[src/rtl/regfile_flags_if.sv]
// ----------------------------------------------------------------------------
// regfile_flags_if
// Purpose : Bundles the register-file and flag-register signals that pass
//           between the datapath control (master) and the register file
//           (slave). Clock and reset are not part of the bundle.
// Signals :
//   ra_addr/ra_data, rb_addr/rb_data : ALU operand read ports A and B
//   we, wr_addr, wr_data             : register write port
//   flag_we {C,Z,N}, c_in, z_in, n_in: per-flag update
//   c_flag, z_flag, n_flag           : current flags (c_flag feeds ALU cin)
//   ptr_sel, ptr_data, ptr_inc       : 16-bit register-pair pointer path
//   int_save, int_restore            : shadow flag copy for interrupts
// Handshake: there is no valid/ready flow control. Every enable (we,
//   flag_we, ptr_inc, int_save, int_restore) is a single-cycle qualifier
//   sampled on the rising clock edge; read data is always valid.
// ----------------------------------------------------------------------------
interface regfile_flags_if #(
    parameter int AW = 4
);
    logic [AW-1:0] ra_addr;
    logic [7:0]    ra_data;
    logic [AW-1:0] rb_addr;
    logic [7:0]    rb_data;
    logic          we;
    logic [AW-1:0] wr_addr;
    logic [7:0]    wr_data;
    logic [2:0]    flag_we;
    logic          c_in;
    logic          z_in;
    logic          n_in;
    logic          c_flag;
    logic          z_flag;
    logic          n_flag;
    logic [AW-2:0] ptr_sel;
    logic [15:0]   ptr_data;
    logic          ptr_inc;
    logic          int_save;
    logic          int_restore;

    modport master (
        output ra_addr, rb_addr, we, wr_addr, wr_data,
        output flag_we, c_in, z_in, n_in,
        output ptr_sel, ptr_inc, int_save, int_restore,
        input  ra_data, rb_data, c_flag, z_flag, n_flag, ptr_data
    );

    modport slave (
        input  ra_addr, rb_addr, we, wr_addr, wr_data,
        input  flag_we, c_in, z_in, n_in,
        input  ptr_sel, ptr_inc, int_save, int_restore,
        output ra_data, rb_data, c_flag, z_flag, n_flag, ptr_data
    );
endinterface

[src/rtl/regfile_flags.sv]
// ----------------------------------------------------------------------------
// regfile_flags
// Purpose : CPU register file (NREG x 8 bit) with two combinational read
//           ports, one write port, a 16-bit register-pair pointer with
//           post-increment, a {C,Z,N} status-flag register and a shadow
//           flag copy used on interrupt entry/return.
// Ports   :
//   clk_i-style scalars : clk (rising edge), rst (synchronous, active high)
//   bus                 : regfile_flags_if.slave, see interface header
// Optional feature (macro REGFILE_BYPASS_EN):
//   defined   -> write data forwarded combinationally to ra/rb/ptr bytes
//                when the address matches, and c_in forwarded to c_flag
//                when carry is being written and no restore is happening.
//   undefined -> all outputs come from registered state only.
// ----------------------------------------------------------------------------
module regfile_flags #(
    parameter int NREG = 16,
    parameter int AW   = 4
) (
    input  logic            clk,
    input  logic            rst,
    regfile_flags_if.slave  bus
);

    logic [7:0] regs_q [NREG];
    logic [7:0] regs_d [NREG];

    logic [2:0] flags_q;   // {C,Z,N}
    logic [2:0] flags_d;
    logic [2:0] shadow_q;  // {C,Z,N}
    logic [2:0] shadow_d;

    // Register pair k is {reg[2k] (high), reg[2k+1] (low)}.
    logic [AW-1:0] hi_idx;
    logic [AW-1:0] lo_idx;
    logic [15:0]   ptr_cur;
    logic [15:0]   ptr_next;
    logic          wr_in_pair;
    logic          inc_ok;
    logic [2:0]    flags_upd;

    assign hi_idx   = {bus.ptr_sel, 1'b0};
    assign lo_idx   = {bus.ptr_sel, 1'b1};
    assign ptr_cur  = {regs_q[hi_idx], regs_q[lo_idx]};
    assign ptr_next = ptr_cur + 16'd1;

    // A write that lands in the selected pair wins and suppresses the
    // increment for both bytes, so the untouched byte keeps its old value.
    assign wr_in_pair = bus.we && (bus.wr_addr[AW-1:1] == bus.ptr_sel);
    assign inc_ok     = bus.ptr_inc && !wr_in_pair;

    always_comb begin
        regs_d = regs_q;
        if (inc_ok) begin
            regs_d[hi_idx] = ptr_next[15:8];
            regs_d[lo_idx] = ptr_next[7:0];
        end
        if (bus.we) begin
            regs_d[bus.wr_addr] = bus.wr_data;
        end
    end

    // Flag update: each bit independent, then restore overrides all three.
    always_comb begin
        flags_upd = flags_q;
        if (bus.flag_we[2]) flags_upd[2] = bus.c_in;
        if (bus.flag_we[1]) flags_upd[1] = bus.z_in;
        if (bus.flag_we[0]) flags_upd[0] = bus.n_in;

        flags_d  = bus.int_restore ? shadow_q : flags_upd;

        // Save captures the post-edge flags; with a simultaneous restore the
        // shadow instead takes the old flags, giving a swap.
        shadow_d = shadow_q;
        if (bus.int_save) begin
            shadow_d = bus.int_restore ? flags_q : flags_upd;
        end
    end

    always_ff @(posedge clk) begin
        if (rst) begin
            regs_q   <= '{default: '0};
            flags_q  <= 3'b000;
            shadow_q <= 3'b000;
        end else begin
            regs_q   <= regs_d;
            flags_q  <= flags_d;
            shadow_q <= shadow_d;
        end
    end

`ifdef REGFILE_BYPASS_EN
    assign bus.ra_data  = (bus.we && bus.ra_addr == bus.wr_addr) ? bus.wr_data
                                                                 : regs_q[bus.ra_addr];
    assign bus.rb_data  = (bus.we && bus.rb_addr == bus.wr_addr) ? bus.wr_data
                                                                 : regs_q[bus.rb_addr];
    assign bus.ptr_data = {(bus.we && hi_idx == bus.wr_addr) ? bus.wr_data : regs_q[hi_idx],
                           (bus.we && lo_idx == bus.wr_addr) ? bus.wr_data : regs_q[lo_idx]};
    assign bus.c_flag   = (bus.flag_we[2] && !bus.int_restore) ? bus.c_in : flags_q[2];
`else
    assign bus.ra_data  = regs_q[bus.ra_addr];
    assign bus.rb_data  = regs_q[bus.rb_addr];
    assign bus.ptr_data = ptr_cur;
    assign bus.c_flag   = flags_q[2];
`endif

    assign bus.z_flag = flags_q[1];
    assign bus.n_flag = flags_q[0];

endmodule

[src/flat_wrapper.sv]
// flat-port wrapper written by rule: the top's interface ports become plain ports
module regfile_flags_flat 
#(
    parameter int NREG = 16,
    parameter int AW   = 4
)
  (clk, rst, bus_ra_addr, bus_rb_addr, bus_we, bus_wr_addr, bus_wr_data, bus_flag_we, bus_c_in, bus_z_in, bus_n_in, bus_ptr_sel, bus_ptr_inc, bus_int_save, bus_int_restore, bus_ra_data, bus_rb_data, bus_c_flag, bus_z_flag, bus_n_flag, bus_ptr_data);
  regfile_flags_if #(.AW(AW)) bus_i ();
  input  logic clk;
  input  logic rst;
  input wire logic [$bits(bus_i.ra_addr)-1:0] bus_ra_addr;
  input wire logic [$bits(bus_i.rb_addr)-1:0] bus_rb_addr;
  input wire logic [$bits(bus_i.we)-1:0] bus_we;
  input wire logic [$bits(bus_i.wr_addr)-1:0] bus_wr_addr;
  input wire logic [$bits(bus_i.wr_data)-1:0] bus_wr_data;
  input wire logic [$bits(bus_i.flag_we)-1:0] bus_flag_we;
  input wire logic [$bits(bus_i.c_in)-1:0] bus_c_in;
  input wire logic [$bits(bus_i.z_in)-1:0] bus_z_in;
  input wire logic [$bits(bus_i.n_in)-1:0] bus_n_in;
  input wire logic [$bits(bus_i.ptr_sel)-1:0] bus_ptr_sel;
  input wire logic [$bits(bus_i.ptr_inc)-1:0] bus_ptr_inc;
  input wire logic [$bits(bus_i.int_save)-1:0] bus_int_save;
  input wire logic [$bits(bus_i.int_restore)-1:0] bus_int_restore;
  output wire logic [$bits(bus_i.ra_data)-1:0] bus_ra_data;
  output wire logic [$bits(bus_i.rb_data)-1:0] bus_rb_data;
  output wire logic [$bits(bus_i.c_flag)-1:0] bus_c_flag;
  output wire logic [$bits(bus_i.z_flag)-1:0] bus_z_flag;
  output wire logic [$bits(bus_i.n_flag)-1:0] bus_n_flag;
  output wire logic [$bits(bus_i.ptr_data)-1:0] bus_ptr_data;
  assign bus_i.ra_addr = bus_ra_addr;
  assign bus_i.rb_addr = bus_rb_addr;
  assign bus_i.we = bus_we;
  assign bus_i.wr_addr = bus_wr_addr;
  assign bus_i.wr_data = bus_wr_data;
  assign bus_i.flag_we = bus_flag_we;
  assign bus_i.c_in = bus_c_in;
  assign bus_i.z_in = bus_z_in;
  assign bus_i.n_in = bus_n_in;
  assign bus_i.ptr_sel = bus_ptr_sel;
  assign bus_i.ptr_inc = bus_ptr_inc;
  assign bus_i.int_save = bus_int_save;
  assign bus_i.int_restore = bus_int_restore;
  assign bus_ra_data = bus_i.ra_data;
  assign bus_rb_data = bus_i.rb_data;
  assign bus_c_flag = bus_i.c_flag;
  assign bus_z_flag = bus_i.z_flag;
  assign bus_n_flag = bus_i.n_flag;
  assign bus_ptr_data = bus_i.ptr_data;
  regfile_flags #(.NREG(NREG), .AW(AW)) u_core (.clk(clk), .rst(rst), .bus(bus_i));
endmodule
[config.mk]
export PLATFORM = sky130hd
export DESIGN_NAME = regfile_flags_flat
export DESIGN_NICKNAME = d
export VERILOG_FILES = /design/src/rtl/regfile_flags_if.sv /design/src/rtl/regfile_flags.sv /design/src/flat_wrapper.sv
export SDC_FILE = /design/constraint.sdc
export NUM_CORES = 1
export LEC_CHECK = 0
export ABC_AREA = 1
export ABC_CLOCK_PERIOD_IN_PS = 2100
export CORE_AREA = 4 4 153 155
export CTS_CLUSTER_DIAMETER = 80
export DETAILED_ROUTE_END_ITERATION = 8
export DIE_AREA = 0 0 157 159
export PLACE_DENSITY = 0.67
export SETUP_SLACK_MARGIN = 0.2
export SLEW_MARGIN = 20
export SYNTH_ARGS = -nofsm -noshare
export SYNTH_HDL_FRONTEND = slang
export SYNTH_SLANG_ARGS = --single-unit
[constraint.sdc]
create_clock -name clk -period 2.1 [get_ports clk]
set_input_delay 0.315 -clock clk [delete_from_list [all_inputs] [get_ports clk]]
set_output_delay 0.315 -clock clk [all_outputs]
set_load 0.05 [all_outputs]
* Word level (Yosys, flattened, before mapping)
Cells that the tools add are included.
Storage, ports and cells: flip-flop bits (word level) 134, logic and storage cells 67, output and inout bits 35, input bits 35
Operators by class: bitwise gates (word level) 5, magnitude comparators 8, mux-type cells 28, eq/ne operators 1, add/sub/neg operators 1, reductions and logical operators 6
Operators with widths (number):
- bitwise mux 128 bit | 3
- two-way mux 128 bit | 2
- binary-select mux 8 bit (select 4 bit) | 4
- demux 8 bit (select 4 bit) | 3
- two-way mux 8 bit | 11
- greater-or-equal comparator 5 bit, second input constant | 5
- NOT 4 -> 5 bit | 5
- adder 16 x 1 -> 16 bit, second input constant | 1
- less-than comparator 5 x 1 -> 1 bit, second input constant | 3
- two-way mux 3 bit | 2
- logical AND 1 bit | 5
- == test 3 bit | 1
- two-way mux 1 bit | 3
- zero test 1 bit | 1

* Longest topological paths before layout
depth after elaboration 10, depth in mapped cells 19, gate-level depth less buffers 17

* Least setup slack after synthesis
No wires, ideal clock.
path kind in2reg, start input bus_ptr_sel[0], end register u_core.regs_q[82] in the netlist's numbering, path buffers 3, cell stages on the path 16, data required time 1.984 ns, arrival 2.540 ns, setup time 0.116 ns, path slack -0.557 ns, path through buf_6 > inv_4 > buf_8 > buf_8 > nand2_1 > nand3_1 > nand4_1 > ha_1 > nor2_1 > nand2_1 > nand2_1 > inv_1 > a21oi_1 > o21ai_0 > o211ai_1 > inv_1
Between the ends: longest elaborated chain between the ends 10, elaborated cells between the ends (all ways) 28, those cells by class add/sub: 1; order compare: 4; eq/ne: 1; mux: 15; bitwise: 2; reduce/logical: 5
RTL lines:
- start, declared | RTL line flat_wrapper.sv:20 | input wire logic [$bits(bus_i.ptr_sel)-1:0] bus_ptr_sel;
- NOT 4 -> 5 bit (implied by the code) (*) | RTL line regfile_flags.sv:44 | assign ptr_cur = {regs_q[hi_idx], regs_q[lo_idx]};
- binary-select mux 8 bit (select 4 bit) (*) | RTL line regfile_flags.sv:44
- two-way mux 8 bit (implied by the code) (*) (2 in series) | RTL line regfile_flags.sv:44
- named net bus_ptr_data[1] | RTL line flat_wrapper.sv:29 | output wire logic [$bits(bus_i.ptr_data)-1:0] bus_ptr_data;
- adder 16 x 1 -> 16 bit (*) | RTL line regfile_flags.sv:45 | assign ptr_next = ptr_cur + 16'd1;
- bitwise mux 128 bit | RTL line regfile_flags.sv:55 | regs_d[hi_idx] = ptr_next[15:8];
- bitwise mux 128 bit (*) | RTL line regfile_flags.sv:56 | regs_d[lo_idx] = ptr_next[7:0];
- two-way mux 128 bit (*) | RTL line regfile_flags.sv:54 | if (inc_ok) begin
- bitwise mux 128 bit | RTL line regfile_flags.sv:59 | regs_d[bus.wr_addr] = bus.wr_data;
- two-way mux 128 bit (*) | RTL line regfile_flags.sv:58 | if (bus.we) begin
- end signal, assigned | RTL line regfile_flags.sv:86 | regs_q <= regs_d;
- end, declared | RTL line regfile_flags.sv:25 | logic [7:0] regs_q [NREG];
The timed path passes the listed nets; every way through them passes the cells marked *. The select of a mux whose other input is x is not followed. A chain may end at the register's enable or synchronous reset.

* Worst setup path after layout
start register u_core.regs_q[16] in the netlist's numbering, end register u_core.regs_q[28] in the netlist's numbering
Between the ends: longest elaborated chain between the ends 9, elaborated cells between the ends (all ways) 12, those cells by class add/sub: 1; mux: 11
RTL lines (RTL line):
- binary-select mux 8 bit (select 4 bit) | regfile_flags.sv:44
- two-way mux 8 bit (implied by the code) (2 in series) | regfile_flags.sv:44
- adder 16 x 1 -> 16 bit (*) | regfile_flags.sv:45
- bitwise mux 128 bit | regfile_flags.sv:55
- bitwise mux 128 bit (*) | regfile_flags.sv:56
- two-way mux 128 bit (*) | regfile_flags.sv:54
- bitwise mux 128 bit | regfile_flags.sv:59
- two-way mux 128 bit (*) | regfile_flags.sv:58
Every way passes the cells marked *; elsewhere a longest branch is shown, timed or not. The select of a mux whose other input is x is not followed.

==> flow_summary.ini <==
[synth]
yosysTopAreaCell = dfxtp_1
synth-warning-count = 0
yosys.cell_types.count = 36
post_synth.cell_area_avg_um2 = 5.98
postSynthCellCount = 1702
synth_top_area_share_pct = 26.3
synth.top_cells.by_area = dfxtp_1 (26%), a21oi_1 (17%), nand2_1 (14%)
post_synthesis_sequential_area_ratio_pct = 26.3
synth.cell_area_um2 = 10200
flip_flop_and_latch_count_after_synthesis = 134
syn_nets = 1738

[run_status]
outcome = finished with violations
violations = setup timing

[final_layout]
finalNetCount = 2004
regArea_um2 = 2760
proportion_of_layout_cells_with_a_drive_suffix_above_1_pct = 39.5
layout.filler_cells = 1738
layout.cells.most_common_list = nand2_1 (298), a21oi_1 (296), buf_4 (214)
multi_input_area_um2 = 7820
commonest_non_fill_non_tap_cell_in_the_layout = nand2_1
area.growth.synth_to_final_pct = 57.3
final-instance-count-excl-fill = 2262

[global_route]
antenna_found_initial = 0
maximum_number_of_pins_on_one_net_before_global_route_repair = 49
grt.overflow.total = 0
gr-usage-all-layers_pct = 38.9
grt_first_pass_wirelength_um = 75200
first_global_vias = 12800

[sta]
setup-violations-final = 14
maxSlewViolCount = 0
fmax_mhz = 470
final.setup_skew_ps = 14.1
finalWorstSetupSlack_ps = -27.4
rsz_0062_raised_after_global_routing = true
period_needed_ps = 2130
final-hold-violation-count = 0
relSlewSlack_pct = 67.1
timing_worst_slew_pin_value_ps = 496
min_period_over_period_pct = 101

[die]
initial_core_util_pct = 46.7
floorplan.rows = 54
ioPinCount = 70
core_area_um2 = 21800
die_y_um = 159
die_width_um = 157
design.die.area_um2 = 25000

[hold_path]
hold_path_sink = u_core.flags_q[1]$_SDFF_PP0_
hold_path.class = reg -> reg
hold_path_startpoint = u_core.shadow_q[1]$_SDFFE_PP0P_
min_path_cells = 2

[clock_tree]
clock_pin_slew_of_the_registers_on_the_worst_case_setup_and_hold_paths_ps = 80
post_cts_hold_buffer_count = 0
clk-insertion-delay-late_ps = 440
clock_tree.buffer_depth = 2
cts_tree = done
clk_root_buffer_cell = clkbuf_16
cts.sinks = 134
cts_max_level = 4
cts_inserted_buffers = 17

[worst_setup_path]
worstRegToRegCells = 15
worstReg2RegStart = u_core.regs_q[16]$_SDFF_PP0_
worstSetupEndpointType = flop
critical_path.max_stage_delay_ps = 340
worst_setup_path_start_kind = flop
worstSetupPathType = reg -> reg
worst_path_max_delay_cell = dfxtp_2
cp_cell_sequence = inv_2 -> nand2_1 -> nand2_2 -> nand2_2 -> nand2_1 -> nand2_1 -> nand2_2 -> inv_4 -> ha_4 -> nand2_4 -> nor2_4 -> buf_6 -> nand4_4 -> nand3_2 -> a21oi_1
worst_ep_arrival_time_ps = 2450
critPathMaxFanout = 8
r2r_end = u_core.regs_q[28]$_SDFF_PP0_
r2r_slack_ps = -30
critPathRequiredTime_ps = 2430

[route]
finalWirelength_um = 53200
initial_drt_markers = 2178
post-route-drc-count = 0
detail-route-antenna-nets = 0
drt_pre_antenna_iters = 8
avgViaCountPerCell = 6.38
avgRoutedWirePerCell_um = 23.5
dr_total_vias = 14400

[power_and_ir_drop]
power.sequential.fraction_pct = 31.7
p_comb_share_pct = 31.8
maximum_vdd_drop_mv = 0.624
share_clk_of_total_power_pct = 36.5
design_power_total_mw = 8.55
internal_power_mw = 5.42
net-switching-power_mw = 3.12
power.density_nw_per_um2 = 534
cellLeakagePower_nw = 6.36
sw_frac_of_total_pct = 36.6

[placement]
hpwlAfterDp_um = 36300
placedCellCount = 2163
globalplace.congestion = 1.04
placement.io_buffers = 69

[run]
drv_cap = 0
stage by stage:
step	worst slack (ps)	utilization [%]	instance area, um2	setup TNS (ps)	hold WS, ps
CTS	38.5	68.1	14900	0	465
global route	-77.9	73.4	16000	-1250	493
detailed placement	-752	61.2	13400	-80530	443
finish	-27.4	73.4	16000	-148	466
global placement	-699	61.2	13400	-78130	448
floorplan	-400	-	10600	-28390	384
worst max-delay path: cells and delay by family (launching register included):
family	cells	cell delay, ps
and+or+nand+nor	10	1160
DFF	1	340
buffers and inverters	3	270
adders and majority gates	1	160
AOI/OAI and AO/OA	1	70
power by group through the flow:
stage                     registers (mW)  logic [mW]  clock network [mW]
after floorplan                     2.74        1.15                   0
after global placement              2.75        2.18                   0
after detailed placement            2.75        2.19                   0
after CTS                           2.70        2.40                3.09
after global routing                2.71        2.82                3.21
final                               2.71        2.71                3.12
flip-flops by register name, indices dropped and copies added (netlist names):
name             count
u_core.flags_q       3
u_core.regs_q      128
u_core.shadow_q      3
area by class of cell:
cell class | count | share of cell area, %
inverters | 158 | 3.96
well taps | 280 | 2.19
clock inverters | 14 | 0.976
multi-input cells | 1298 | 48.8
repair buffers | 359 | 24.2
clock buffers | 18 | 2.68
flip-flops and latches | 134 | 17.2
diodes | 1 | 0.0156
metal layers:
metal	vias to the layer above	routed length [um]	global-route usage [%]
met2	1203	22700	58.7
met1	6596	20000	51.6
met3	292	7000	10.0
li1	6350	-	-
met4	0	3450	18.5
met5	-	0	0
cell families (layout without fill, tap and decap cells):
group	after synthesis	after routing	synth area share [%]
simple gates	617	617	26.6
fa+ha+maj	1	1	0.123
compound gates	677	677	35.1
other cells	0	1	0
xor+xnor	3	3	0.590
flops	134	134	26.3
buf+inv	270	549	11.3
synthesized netlist by cell type (all sizes together):
| master | instances |
|---|---|
| nand2 | 397 |
| a21oi | 355 |
| o21ai | 256 |
| inv | 156 |
| dfxtp | 134 |
| nand3 | 130 |
| nor2 | 81 |
| clkbuf | 74 |
| o211ai | 41 |
| buf | 38 |
| o221ai | 18 |
| nand4 | 7 |
| a31oi | 3 |
| o22ai | 3 |
| clkinv | 2 |
| xnor2 | 2 |
| a22oi | 1 |
| ha | 1 |
| nand3b | 1 |
| or2 | 1 |
| xor2 | 1 |
timing repair:
| item | CTS | global route |
|---|---|---|
| endpoints found under the setup margin | 162 | 157 |
| gates resized for setup | 210 | 256 |
| pin swaps | 67 | 110 |
| setup buffers | 32 | 29 |
| gates cloned | 4 | 1 |
| hold endpoints to repair | 0 | 0 |
how the worst max path moves through the flow:
stage                     slack, ps  depth (start not counted)                             to                         start
after floorplan                -400                         16   u_core.regs_q[82]$_SDFF_PP0_                bus_ptr_sel[0]
after global placement         -700                         12   u_core.regs_q[52]$_SDFF_PP0_                bus_ptr_sel[1]
after detailed placement       -750                         10  u_core.regs_q[100]$_SDFF_PP0_                bus_ptr_sel[1]
after CTS                        40                          9                 bus_ra_data[2]  u_core.regs_q[82]$_SDFF_PP0_
after global routing            -80                         16   u_core.regs_q[54]$_SDFF_PP0_  u_core.regs_q[48]$_SDFF_PP0_
final                           -30                         15   u_core.regs_q[28]$_SDFF_PP0_  u_core.regs_q[16]$_SDFF_PP0_
Note: power is estimated with default switching activity, not from simulation.
